==> config.mk <==
export PLATFORM = sky130hd
export DESIGN_NAME = uram_event_writein_sm
export DESIGN_NICKNAME = d
export VERILOG_FILES = /design/src/rtl/uram_event_writein_sm.sv
export SDC_FILE = /design/constraint.sdc
export NUM_CORES = 1
export LEC_CHECK = 0
export ABC_AREA = 1
export ABC_CLOCK_PERIOD_IN_PS = 2300
export CAP_MARGIN = 30
export CORE_MARGIN = 4
export CORE_UTILIZATION = 51
export CTS_CLUSTER_SIZE = 30
export DETAILED_ROUTE_END_ITERATION = 12
export PLACE_DENSITY = 0.85
export SYNTH_ARGS = -nofsm -noshare
export SYNTH_HDL_FRONTEND = slang
export SYNTH_SLANG_ARGS = --single-unit
==> constraint.sdc <==
create_clock -name clk_i -period 2.3 [get_ports clk_i]
set_input_delay 0.23 -clock clk_i [delete_from_list [all_inputs] [get_ports clk_i]]
set_output_delay 0.23 -clock clk_i [all_outputs]
set_load 0.05 [all_outputs]
==> src/rtl/uram_event_writein_sm.sv <==
// uram_event_writein_sm
// Write-side sequencer for the URAM event buffer. On an accepted trigger it
// emits four header words, then steps the 9-bit write address and the one-hot
// cascade-stage enable across NCASCADE*DEPTH sample beats, then commits the
// buffer to the reader. Buffer occupancy is tracked against the reader's
// complete_i flags.
// Optional feature: define WRITEIN_DROP_COUNT_EN to get a 16-bit saturating
// count of rejected triggers on dropped_count_o (tied to zero otherwise).
module uram_event_writein_sm #(
    parameter int NBUF     = 4,
    parameter int NCASCADE = 3,
    parameter int DEPTH    = 512
) (
    input  logic                         clk_i,
    input  logic                         rstb_i,
    input  logic                         trig_i,
    input  logic [47:0]                  trig_time_i,
    input  logic                         dat_valid_i,
    input  logic                         complete_i,
    output logic [31:0]                  header_dat_o,
    output logic                         header_wr_o,
    output logic [$clog2(NBUF)+9-1:0]    uram_addr_o,
    output logic [NCASCADE-1:0]          bram_we_o,
    output logic                         data_available_o,
    output logic                         full_o,
    output logic                         trig_dropped_o,
    output logic [15:0]                  dropped_count_o
);

    localparam int BW = $clog2(NBUF);

    // Occupancy thresholds; count needs one extra bit to represent NBUF itself.
    localparam logic [BW:0] CNT_FULL   = (BW+1)'(NBUF);
    localparam logic [BW:0] CNT_ALMOST = (BW+1)'(NBUF - 1);
    localparam logic [8:0]  ADDR_LAST  = 9'(DEPTH - 1);

    typedef enum logic [2:0] {
        S_IDLE,
        S_HDR0,
        S_HDR1,
        S_HDR2,
        S_HDR3,
        S_DATA,
        S_COMMIT
    } state_t;

    state_t                state_q, state_d;
    logic [31:0]           ev_num_q, ev_num_d;
    logic [47:0]           time_q, time_d;
    logic [BW-1:0]         wr_idx_q, wr_idx_d;
    logic [BW-1:0]         rd_idx_q, rd_idx_d;
    logic [BW:0]           count_q, count_d;
    logic [8:0]            addr9_q, addr9_d;
    logic [NCASCADE-1:0]   stage_q, stage_d;
    logic                  data_avail_q, data_avail_d;
    logic                  drop_q, drop_d;

    logic                  full_w;
    logic                  accept;
    logic                  beat;
    logic                  last_beat;
    logic                  commit;
    logic                  release_buf;

    // A buffer being filled counts toward fullness, so a fourth in-flight
    // event already blocks the next trigger.
    assign full_w = (count_q == CNT_FULL) ||
                    ((state_q != S_IDLE) && (count_q == CNT_ALMOST));

    assign accept      = (state_q == S_IDLE) && trig_i && !full_w;
    assign beat        = (state_q == S_DATA) && dat_valid_i;
    assign last_beat   = beat && (addr9_q == ADDR_LAST) && stage_q[NCASCADE-1];
    assign commit      = (state_q == S_COMMIT);
    // complete_i with nothing committed is ignored so count never underflows
    assign release_buf = complete_i && (count_q != '0);

    // State register
    always_ff @(posedge clk_i or negedge rstb_i) begin
        if (!rstb_i) begin
            state_q <= S_IDLE;
        end else begin
            state_q <= state_d;
        end
    end

    // Next-state logic
    always_comb begin
        state_d = state_q;
        unique case (state_q)
            S_IDLE:   if (accept) state_d = S_HDR0;
            S_HDR0:   state_d = S_HDR1;
            S_HDR1:   state_d = S_HDR2;
            S_HDR2:   state_d = S_HDR3;
            S_HDR3:   state_d = S_DATA;
            S_DATA:   if (last_beat) state_d = S_COMMIT;
            S_COMMIT: state_d = S_IDLE;
            default:  state_d = S_IDLE;
        endcase
    end

    // Output decode: header words, write strobes and address
    always_comb begin
        header_wr_o  = 1'b0;
        header_dat_o = 32'h0;
        bram_we_o    = '0;
        uram_addr_o  = {wr_idx_q, addr9_q};
        unique case (state_q)
            S_HDR0: begin
                header_wr_o  = 1'b1;
                header_dat_o = ev_num_q;
            end
            S_HDR1: begin
                header_wr_o  = 1'b1;
                header_dat_o = time_q[31:0];
            end
            S_HDR2: begin
                header_wr_o  = 1'b1;
                header_dat_o = {16'h0, time_q[47:32]};
            end
            S_HDR3: begin
                header_wr_o  = 1'b1;
                header_dat_o = {{(32-BW){1'b0}}, wr_idx_q};
            end
            S_DATA: begin
                if (dat_valid_i) bram_we_o = stage_q;
            end
            default: ;
        endcase
    end

    // Datapath next values: timestamp latch, address stepping, bookkeeping
    always_comb begin
        time_d      = time_q;
        addr9_d     = addr9_q;
        stage_d     = stage_q;
        ev_num_d    = ev_num_q;
        wr_idx_d    = wr_idx_q;
        rd_idx_d    = rd_idx_q;
        count_d     = count_q;
        drop_d      = trig_i && !accept;

        if (accept) begin
            time_d  = trig_time_i;
            addr9_d = 9'h0;
            stage_d = NCASCADE'(1);
        end

        // 9-bit address wraps naturally; the stage rotates on that wrap and
        // returns to stage 0 after the last beat of the event.
        if (beat) begin
            addr9_d = addr9_q + 9'd1;
            if (addr9_q == ADDR_LAST) begin
                stage_d = (stage_q << 1) | (stage_q >> (NCASCADE - 1));
            end
        end

        if (commit) begin
            ev_num_d = ev_num_q + 32'd1;
            wr_idx_d = wr_idx_q + BW'(1);
        end

        if (release_buf) begin
            rd_idx_d = rd_idx_q + BW'(1);
        end

        unique case ({commit, release_buf})
            2'b10:   count_d = count_q + (BW+1)'(1);
            2'b01:   count_d = count_q - (BW+1)'(1);
            default: count_d = count_q;
        endcase

        // Registered from the next count so data_available rises two cycles
        // after the final data beat.
        data_avail_d = (count_d != '0);
    end

    // Datapath registers
    always_ff @(posedge clk_i or negedge rstb_i) begin
        if (!rstb_i) begin
            time_q       <= 48'h0;
            addr9_q      <= 9'h0;
            stage_q      <= NCASCADE'(1);
            ev_num_q     <= 32'h0;
            wr_idx_q     <= '0;
            rd_idx_q     <= '0;
            count_q      <= '0;
            data_avail_q <= 1'b0;
            drop_q       <= 1'b0;
        end else begin
            time_q       <= time_d;
            addr9_q      <= addr9_d;
            stage_q      <= stage_d;
            ev_num_q     <= ev_num_d;
            wr_idx_q     <= wr_idx_d;
            rd_idx_q     <= rd_idx_d;
            count_q      <= count_d;
            data_avail_q <= data_avail_d;
            drop_q       <= drop_d;
        end
    end

    assign full_o           = full_w;
    assign data_available_o = data_avail_q;
    assign trig_dropped_o   = drop_q;

`ifdef WRITEIN_DROP_COUNT_EN
    logic [15:0] drop_cnt_q, drop_cnt_d;

    // Saturating count of rejected triggers, updated with the drop flag
    always_comb begin
        drop_cnt_d = drop_cnt_q;
        if (drop_d && (drop_cnt_q != 16'hFFFF)) drop_cnt_d = drop_cnt_q + 16'd1;
    end

    // Drop counter register, cleared only by reset
    always_ff @(posedge clk_i or negedge rstb_i) begin
        if (!rstb_i) begin
            drop_cnt_q <= 16'h0;
        end else begin
            drop_cnt_q <= drop_cnt_d;
        end
    end

    assign dropped_count_o = drop_cnt_q;
`else
    assign dropped_count_o = 16'h0;
`endif

endmodule

==> results of run 1 <==
[worst reg2reg max path, cell delays in order (launching register included)]
cell     delay [ns]
dfrtp_2        0.46
inv_2          0.14
nand3_4        0.08
ha_1           0.24
fa_1           0.40
a21oi_1        0.16
o21ai_0        0.13
xor2_1         0.18
inv_1          0.07
nand2_1        0.04
[metrics by stage]
stage / std cells / utilization [%] / hold WS (ns) / total power, uW
finish: 935 / 70.1 / 0.366 / 3790
global placement: 916 / 67.5 / 0.278 / 2690
detailed placement: 916 / 67.5 / 0.283 / 2730
CTS: 935 / 70.0 / 0.362 / 3810
global route: 935 / 70.1 / 0.369 / 3940
floorplan: 707 / - / -0.0656 / 2440
[per-layer routing]
metal | vias to the layer above | routed length (um) | global-route usage, %
li1 | 2350 | - | -
met1 | 2369 | 5560 | 30.7
met2 | 186 | 6970 | 41.1
met3 | 25 | 887 | 5.28
met4 | 0 | 267 | 6.95
met5 | - | 0 | 0
[registers in the layout, indices dropped and copies added, names as in the netlist]
name,flops
stage_q,3
state_q,3
time_q,48
trig_dropped_o,1
addr9_q,9
wr_idx_q,2
data_available_o,1
count_q,3
ev_num_q,32
[how the worst max path moves through the flow]
stage          startpoint               end  slack, ns  cells after the start
2_1_floorplan  state_q[1]  header_dat_o[21]       0.09                      5
3_3_place_gp   complete_i  data_available_o       0.37                     10
3_5_place_dp   complete_i  data_available_o       0.26                      9
4_1_cts        state_q[0]  header_dat_o[26]       0.01                      6
5_1_grt        state_q[2]  header_dat_o[12]       0.01                      7
6_report       state_q[2]  header_dat_o[13]       0.09                      7
[placed cells by master (no fill, tap or decap), types with 2 or more instances in the layout]
cell type | Yosys | layout
o21ai_1 | 7 | 16
nand3_2 | 3 | 3
dfrtp_1 | 101 | 98
clkdlybuf4s50_1 | 0 | 64
ha_1 | 4 | 4
clkbuf_8 | 0 | 10
nor2_1 | 45 | 45
nand3_1 | 37 | 37
a32o_1 | 2 | 2
buf_4 | 18 | 12
conb_1 | 1 | 16
clkinvlp_4 | 0 | 3
o21ai_0 | 21 | 12
xor2_1 | 17 | 17
nor2_4 | 6 | 6
nor3_1 | 7 | 7
clkinv_4 | 0 | 3
inv_2 | 3 | 5
a31oi_1 | 3 | 3
dfrtp_2 | 0 | 3
nand4_1 | 16 | 16
nor2_2 | 2 | 2
xnor2_1 | 5 | 5
buf_12 | 0 | 36
a21oi_1 | 3 | 3
inv_1 | 56 | 52
o211ai_1 | 5 | 5
nand2_1 | 303 | 302
[area by class of cell]
| cell class | count | area [um2] |
|---|---|---|
| Clock buffer | 10 | 138 |
| Multi-Input combinational cell | 510 | 2360 |
| Sequential cell | 102 | 2560 |
| Timing Repair Buffer | 114 | 1470 |
| Tap cell | 133 | 166 |
| Clock inverter | 6 | 53.8 |
| Fill cell | 788 | 2970 |
| Inverter | 60 | 233 |
[power by group through the flow]
stage	Combinational [uW]	Clock [uW]	Sequential [uW]
2_1_floorplan	309	0	2130
3_3_place_gp	721	0	1970
3_5_place_dp	757	0	1970
4_1_cts	750	1120	1940
5_1_grt	793	1190	1950
6_report	745	1110	1940
[what timing repair did]
| item | CTS | global route |
|---|---|---|
| hold buffers | 1 | 0 |
| endpoints found under the setup margin | 31 | 30 |
| endpoints found under the hold margin | 45 | 0 |
| resized for setup | 15 | 7 |
| pin swaps | 0 | 0 |
| setup buffers | 2 | 0 |
| cloned | 0 | 0 |
[cells by family after synthesis]
kind of cell               count (synthesis)  synth area share [%]
xor gates and xnor gates                  22                  3.64
DFF                                      102                  48.3
buffers and inverters                     95                  8.27
AOI/OAI and AO/OA                         44                  4.85
adders and majority gates                  5                  1.32
other                                      1                0.0709
and+or+nand+nor                          423                  33.6
==> impl_metrics.tcl, run 1 <==
set metrics [dict create \
    status "finished, final reports clean" \
    wl_per_cell_um 14.6 \
    cp_slowest_cell "dfrtp_2" \
    async_flop_share_pct 100 \
    setup_violations 0 \
    power.leakage_uw 0.00335 \
    avgSynthCellArea_um2 7.65 \
    r2r_slack_ns 0.30 \
    clock_skew_ns 0.00725 \
    maxCapViolCount 0 \
    cts_root_buf "clkbuf_8" \
    synth.top_cell.area_share_pct 47.8 \
    worst_slew_pin_slew_ns 0.622 \
    antenna_found_initial 0 \
    pre_cts_ws_ns 0.255 \
    routed_via_density 5.27 \
    synth_edf_count 0 \
    dpl.hpwl_um 10000 \
    report.final.slew_viol_count 0 \
    synth_seq_cells 102 \
    ant_nets 0 \
    grt_pass1_wl_um 23000 \
    grt.total_usage_pct 24.1 \
    drt_iter0_markers 369 \
    seqPwrFrac_pct 51.2 \
    die_w_um 110 \
    pwr_density_cell_nw_per_um2 543 \
    fin_ws_ns 0.0924 \
    synthMostInstantiatedCell "nand2_1" \
    min_to "time_q[9]" \
    synth.area.top_cells "dfrtp_1 (48%), nand2_1 (21%), inv_1 (4.0%)" \
    synth_top_area_cell "dfrtp_1" \
    drive_above_1_share_pct 11.2 \
    critical_path_arrival_ns 1.98 \
    synth_cells 692 \
    drt-total-wl_um 13700 \
    synth_warnings 0 \
    cts_buffer_depth 2 \
    io_buffer_count 102 \
    routabilityCongestion 0.918 \
    initial_core_util_pct 53.2 \
    ios 119 \
    vdd_drop_max_uv 539 \
    synth_sequential_area_ratio_pct 48.3 \
    p_sw_uw 1230 \
    clk_latency_ns 0.38 \
    vias 4930 \
    crit_family "buffers and inverters" \
    grt_max_degree 57 \
    syn2layout_area_growth_pct 31.9 \
    min_from "trig_time_i[9]" \
    die-area_um2 12100 \
    clock_sinks 102 \
    drc 0 \
    hold_class "in2reg" \
    clock_power_share_pct 29.2 \
    fin_crit_ns 2.21 \
    critPathLaunchType "register" \
    synth_ff_type "dfrtp_1" \
    fmax_mhz 453 \
    clkSlewWorstSetupHoldPaths_ns 0.10 \
    crit_buf_inv 4 \
    swShare_pct 32.3 \
    ys_types 34 \
    die_h_um 110 \
    r2r_cells 9 \
    final.setup.tns_ns 0 \
    cts_buffers 9 \
    reg2reg_from "state_q[0]" \
    internal-power_uw 2570 \
    slew_headroom_pct 58.5 \
    path_max_fanout 16 \
    reg2reg_to "data_available_o" \
    cpPeakStageDelay_ns 0.50 \
    worst_setup_path_end_kind "output port" \
    insertedDiodeCount 0 \
    num_rows 36 \
    worstPathRequired_ns 2.07 \
    cts_tree "done" \
    nets 855 \
    drt_first_pass_iters 7 \
    overflow 0 \
    fin_crit_sh_pct 96.0 \
    holdPathStages 3 \
    hold_viol 0 \
    cpMostUsedCell "buf_12" \
    grt_pass1_vias 4950 \
    cts_max_level 3 \
    core_um2 9950 \
    crit_chain "inv_2, nand3_1, clkinvlp_4, buf_12, nand2_1, o211ai_1, buf_12" \
    dpl_cell_area_um2 6720 \
    synth_common_cells "nand2_1 (303), dfrtp_1 (101), inv_1 (56), nor2_1 (45), nand3_1 (37)" \
    final_cell_area_um2 6980 \
    syn-cell-area_um2 5290 \
    p_comb_share_pct 19.7 \
    crit_type "reg2out" \
    rsz0062_at_grt "no" \
]
(Power assumes the default switching activity.)
==> run 2, diff against run 1 <==
HOLD_SLACK_MARGIN = 0.1   (was unset)
SLEW_MARGIN = 20   (was unset)
==> results of run 2 <==
Same layout as run 1: the final DEF is identical, and so are final timing and power.
